[src/rtl/adc_responder.sv]
// SPI responder emulating an LTC2308-style 8-channel 12-bit ADC for loopback and bring-up.
// Serial inputs are synchronised into CLOCK; all actions happen 3 CLOCK after a pin edge.
`timescale 1ns/1ps
module adc_responder #(
  parameter int DATA_W      = 12,
  parameter int CFG_W       = 6,
  parameter int CONV_CYCLES = 80,
  parameter int CNT_W       = 16
) (
  input  logic              CLOCK,
  input  logic              RESET_N,
  input  logic              ADC_SCLK,
  input  logic              ADC_CS_N,
  input  logic              ADC_DIN,
  output logic              ADC_DOUT,
  input  logic [DATA_W-1:0] CH0,
  input  logic [DATA_W-1:0] CH1,
  input  logic [DATA_W-1:0] CH2,
  input  logic [DATA_W-1:0] CH3,
  input  logic [DATA_W-1:0] CH4,
  input  logic [DATA_W-1:0] CH5,
  input  logic [DATA_W-1:0] CH6,
  input  logic [DATA_W-1:0] CH7,
  output logic [CFG_W-1:0]  CFG,
  output logic              FRAME_DONE,
  output logic              FRAME_ERR,
  output logic              CONV_ERR,
  output logic [CNT_W-1:0]  FRAME_CNT
);

  localparam int CONV_W = $clog2(CONV_CYCLES + 1);
  localparam logic [CFG_W-1:0] CFG_RST = CFG_W'(6'b100010);

  typedef enum logic [1:0] {IDLE, CONVERT, READY, SHIFT} state_t;

  state_t             state;
  logic [2:0]         sclk_q;
  logic [2:0]         cs_q;
  logic [1:0]         din_q;
  logic [CONV_W-1:0]  cnt;
  logic [DATA_W-1:0]  sr;
  logic [CFG_W-1:0]   cfg_sr;
  logic [3:0]         rise_cnt;
  logic [2:0]         sel;
  logic [DATA_W-1:0]  chan_word;
  logic               sclk_rise, sclk_fall, cs_rise, cs_fall, din;

  // Synchroniser chains carry no reset: they simply track the pins.
  always_ff @(posedge CLOCK) begin
    sclk_q <= {sclk_q[1:0], ADC_SCLK};
    cs_q   <= {cs_q[1:0], ADC_CS_N};
    din_q  <= {din_q[0], ADC_DIN};
  end

  assign sclk_rise = sclk_q[1] & ~sclk_q[2];
  assign sclk_fall = ~sclk_q[1] & sclk_q[2];
  assign cs_rise   = cs_q[1] & ~cs_q[2];
  assign cs_fall   = ~cs_q[1] & cs_q[2];
  assign din       = din_q[1];

  // Channel number is {S1, S0, O/S}.
  assign sel = {CFG[3], CFG[2], CFG[4]};

  always_comb begin
    chan_word = CH0;
    case (sel)
      3'd0: chan_word = CH0;
      3'd1: chan_word = CH1;
      3'd2: chan_word = CH2;
      3'd3: chan_word = CH3;
      3'd4: chan_word = CH4;
      3'd5: chan_word = CH5;
      3'd6: chan_word = CH6;
      3'd7: chan_word = CH7;
      default: chan_word = CH0;
    endcase
  end

  always_ff @(posedge CLOCK) begin
    if (!RESET_N) begin
      state      <= IDLE;
      ADC_DOUT   <= 1'b0;
      CFG        <= CFG_RST;
      FRAME_CNT  <= '0;
      FRAME_DONE <= 1'b0;
      FRAME_ERR  <= 1'b0;
      CONV_ERR   <= 1'b0;
      cnt        <= '0;
      sr         <= '0;
      cfg_sr     <= '0;
      rise_cnt   <= '0;
    end else begin
      FRAME_DONE <= 1'b0;
      FRAME_ERR  <= 1'b0;
      CONV_ERR   <= 1'b0;
      case (state)
        IDLE: begin
          ADC_DOUT <= 1'b0;
          if (cs_rise) begin
            cnt   <= CONV_W'(CONV_CYCLES - 1);
            state <= CONVERT;
          end
        end
        CONVERT: begin
          if (cs_fall) begin
            CONV_ERR <= 1'b1;
            sr       <= '0;
            ADC_DOUT <= 1'b0;
            rise_cnt <= '0;
            state    <= SHIFT;
          end else if (cnt == '0) begin
            sr    <= chan_word;
            state <= READY;
          end else begin
            cnt <= cnt - 1'b1;
          end
        end
        READY: begin
          if (cs_rise) begin
            cnt   <= CONV_W'(CONV_CYCLES - 1);
            state <= CONVERT;
          end else if (cs_fall) begin
            ADC_DOUT <= sr[DATA_W-1];
            rise_cnt <= '0;
            state    <= SHIFT;
          end
        end
        SHIFT: begin
          // CS_N rising wins over any SCLK edge seen in the same cycle.
          if (cs_rise) begin
            FRAME_DONE <= 1'b1;
            FRAME_CNT  <= FRAME_CNT + 1'b1;
            if (rise_cnt >= 4'(CFG_W)) CFG <= cfg_sr;
            if (rise_cnt != 4'(DATA_W)) FRAME_ERR <= 1'b1;
            ADC_DOUT   <= 1'b0;
            rise_cnt   <= '0;
            cnt        <= CONV_W'(CONV_CYCLES - 1);
            state      <= CONVERT;
          end else begin
            if (sclk_rise) begin
              if (rise_cnt < 4'(CFG_W)) cfg_sr <= {cfg_sr[CFG_W-2:0], din};
              if (rise_cnt != 4'hF) rise_cnt <= rise_cnt + 1'b1;
            end
            if (sclk_fall) begin
              sr       <= {sr[DATA_W-2:0], 1'b0};
              ADC_DOUT <= sr[DATA_W-2];
            end
          end
        end
        default: state <= IDLE;
      endcase
    end
  end

endmodule

[config.mk]
export PLATFORM = sky130hd
export DESIGN_NAME = adc_responder
export DESIGN_NICKNAME = d
export VERILOG_FILES = /design/src/rtl/adc_responder.sv
export SDC_FILE = /design/constraint.sdc
export NUM_CORES = 1
export LEC_CHECK = 0
export ABC_AREA = 1
export BUFFER_PORTS_ARGS = -buffer_cell sky130_fd_sc_hd__buf_2
export CORE_MARGIN = 5
export CORE_UTILIZATION = 56
export DETAILED_ROUTE_END_ITERATION = 16
export PLACE_DENSITY = 0.86
export RECOVER_POWER = 25
export SKIP_LAST_GASP = 1
export SLEW_MARGIN = 25
export SYNTH_ARGS = -nofsm -noshare
export SYNTH_HDL_FRONTEND = slang
export SYNTH_SLANG_ARGS = --single-unit
[constraint.sdc]
create_clock -name CLOCK -period 3.15 [get_ports CLOCK]
set_input_delay 0.315 -clock CLOCK [delete_from_list [all_inputs] [get_ports CLOCK]]
set_output_delay 0.315 -clock CLOCK [all_outputs]
set_load 0.02 [all_outputs]
==> flow_metrics.py <==
metrics = {
    "synthesis": {
        "ys_seq_area_frac": 0.319,
        "yosysTopAreaCellShare": 0.319,
        "synth_area_mm2": 0.00409,
        "syn_avg_cell_area_um2": 6.09,
        "synth_cell_types": 30,
        "synth_ff_type": "dfxtp_1",
        "yosysWarnings": 0,
        "ys_top_cells_by_area": "dfxtp_1 (32%), nand2_1 (13%), inv_1 (11%)",
        "synth-seq-cells": 65,
        "synth_async_sr_flop_share": 0,
        "yosys.area.top_type": "dfxtp_1",
        "synthCells": 671,
        "syn_nets": 784,
        "synth-edff-count": 0,
    },
    "timing": {
        "max_freq_ghz": 0.424,
        "drv_slew": 0,
        "setup_viol": 0,
        "worst_pin_slew_ns": 0.749,
        "tns_ns": 0,
        "finClkSkew_ns": 0.00797,
        "slew_headroom": 0.499,
        "fin_ws_ns": 0.794,
        "period_minus_slack_ns": 2.36,
        "grt_setup_unrepaired": "false",
        "hold_violations": 0,
        "fin_crit_sh": 0.748,
    },
    "clock_network": {
        "postCtsSetupBuffers": 0,
        "ctsResizeCount": 0,
        "numCtsBuffers": 9,
        "cts_num_sinks": 65,
        "cts_tree": "yes",
        "root_buffer": "clkbuf_8",
        "ctsLongestPathBuffers": 2,
        "clk_pin_slew_ns": 0.07,
        "htree_levels": 3,
        "clock_latency_ns": 0.34,
        "ctsHoldBuffers": 0,
    },
    "critical_path": {
        "crit_required_ns": 3.39,
        "worstPathCellList": "buf_4 -> nor2_2 -> nand2_1 -> o21ai_0 -> inv_1 -> nand2_1 -> a21oi_2",
        "crit_path_end_kind": "register",
        "worstSetupStartpoint": "CFG[3]",
        "rrSetupSlack_ns": 0.79,
        "cp_common_cell": "nand2_1",
        "critPathMaxFanout": 26,
        "critPathLaunchType": "register",
        "r2r-start": "CFG[3]",
        "cp_slowest_cell": "nand2_1",
        "crit_type": "reg2reg",
        "slowest_delay_ns": 0.53,
        "cp_data_arrival_time_ns": 2.59,
    },
    "pwr": {
        "p_sw_uw": 791,
        "vdd.ir_drop.worst_mv": 0.259,
        "p_leak_uw": 0.00254,
        "swShare": 0.344,
        "clockPowerShare": 0.279,
        "combPwrFrac": 0.289,
        "p_seq_frac": 0.432,
        "power.internal_uw": 1510,
        "power_density_mw_per_mm2": 471,
    },
    "routing": {
        "vias": 4645,
        "antenna_left": 0,
        "drt_iter0_drc": 344,
        "drc": 0,
        "viasPerCell": 5.25,
        "drt_pass1_iterations": 5,
        "routed_wl_um": 11600,
        "wire_per_inst_um": 13.1,
    },
    "placement": {
        "gp_congestion": 0.956,
        "dpl.hpwl_um": 8690,
        "place_inst": 869,
        "port_buffers": 126,
        "dp_slack_ns": 0.879,
    },
    "floorplanning": {
        "die-area_mm2": 0.00910,
        "start_util": 0.569,
        "core_mm2": 0.00718,
        "die_h_um": 95.4,
        "rows": 31,
        "fp.dieW_um": 95.4,
        "io_pins": 127,
    },
    "global_routing": {
        "grt_start_max_net_pins": 38,
        "antenna_found_initial": 0,
        "grt_overflow_total": 0,
        "track_usage": 0.257,
        "grt_pass1_vias": 4244,
        "grt_pass1_wl_um": 18600,
    },
    "run_status": {
        "status": "finished clean",
    },
    "hold_path": {
        "min_path_type": "in2reg",
        "hp-start": "ADC_DIN",
    },
    "flow_run": {
        "maxCapViolCount": 0,
    },
    "finish": {
        "nets": 894,
        "finalNonFillerCells": 885,
        "drive_above_1_share": 0.184,
        "syn_to_final_growth_pct": 19.6,
        "n_fill_cell": 669,
        "insertedDiodeCount": 0,
        "utilization": 0.681,
    },
}
==> synth_stat cells, types with 3 or more instances <==
master,number
nor3_1,5
clkbuf_1,18
dfxtp_1,65
nand3_1,48
nand4_1,28
xor2_1,4
nand2_1,139
inv_2,3
buf_2,9
inv_1,120
o21ai_0,75
ha_1,12
a21oi_1,37
nor2_1,87
==> placed cells by master, fill, tap and decap left out, drive strengths merged, types with 6 or more instances in the layout <==
master  count
nand4      28
buf       115
o21ai      75
dfxtp      65
nand3      48
inv       123
nand2     141
a21oi      38
nor3        6
ha         12
nor2       90
clkbuf     25
==> cell families (layout without fill, tap and decap cells) <==
group	count (synthesis)	in the layout	synth area share
xor+xnor	4	4	0.00857
simple gates	318	318	0.338
buf+inv	153	268	0.147
fa+ha+maj	12	12	0.0368
compound gates	119	119	0.151
flops	65	65	0.319
==> path summary, 6_finish.rpt <==
check / endpoint / cells after the start
worst max register to register: sr[0] / 7
worst min-delay path: din_q[0] / 1
worst max-delay path: sr[0] / 7
worst min register to register: sclk_q[1] / 0
==> registers in the layout, indices dropped and copies added, names as in the netlist <==
signal / cells
ADC_DOUT: 1
CFG: 6
CONV_ERR: 1
FRAME_CNT: 16
FRAME_DONE: 1
FRAME_ERR: 1
cfg_sr: 6
cnt: 7
cs_q: 3
din_q: 2
rise_cnt: 4
sclk_q: 3
sr: 12
state: 2
==> stage by stage <==
stage,total power (uW),hold slack (ns),area (um2)
2_1_floorplan,1510,0.310,4090
3_3_place_gp,1630,0.311,4720
3_5_place_dp,1670,0.313,4720
4_1_cts,2310,0.0533,4900
5_1_grt,2470,0.0463,4890
6_report,2300,0.0694,4890
==> critical path: cells and delay by family, from the launching register on <==
kind | cells | cell delay, ns
AND/OR/NAND/NOR | 3 | 1.05
buffers and inverters | 2 | 0.30
AO/OA/AOI/OAI | 2 | 0.55
flip-flops | 1 | 0.34
==> metal layers <==
| layer | up-vias | wire (um) | share of wire | global-route usage |
|---|---|---|---|---|
| met3 | 26 | 983 | 0.085 | 0.0568 |
| met5 | - | 0 | 0 | 0 |
| met1 | 2088 | 4980 | 0.43 | 0.352 |
| met2 | 196 | 5410 | 0.47 | 0.406 |
| met4 | 0 | 206 | 0.018 | 0.0758 |
| li1 | 2335 | - | - | - |
==> cell type report <==
| class | instances | area [um2] | area share |
|---|---|---|---|
| Multi-Input combinational cell | 453 | 2180 | 0.447 |
| Sequential cell | 65 | 1300 | 0.266 |
| Timing Repair Buffer | 129 | 636 | 0.130 |
| Inverter | 123 | 462 | 0.0945 |
| Clock buffer | 11 | 151 | 0.0310 |
| Tap cell | 99 | 124 | 0.0253 |
| Clock inverter | 5 | 30.0 | 0.00614 |
==> power by group through the flow <==
stage               clock network, uW  registers, uW  logic, uW
finish                            642            994        665
CTS                               652            992        662
floorplan                           0           1000        507
detailed placement                  0           1010        657
global placement                    0           1010        628
global route                      694           1010        765
Power figures use the tool's default switching activity.
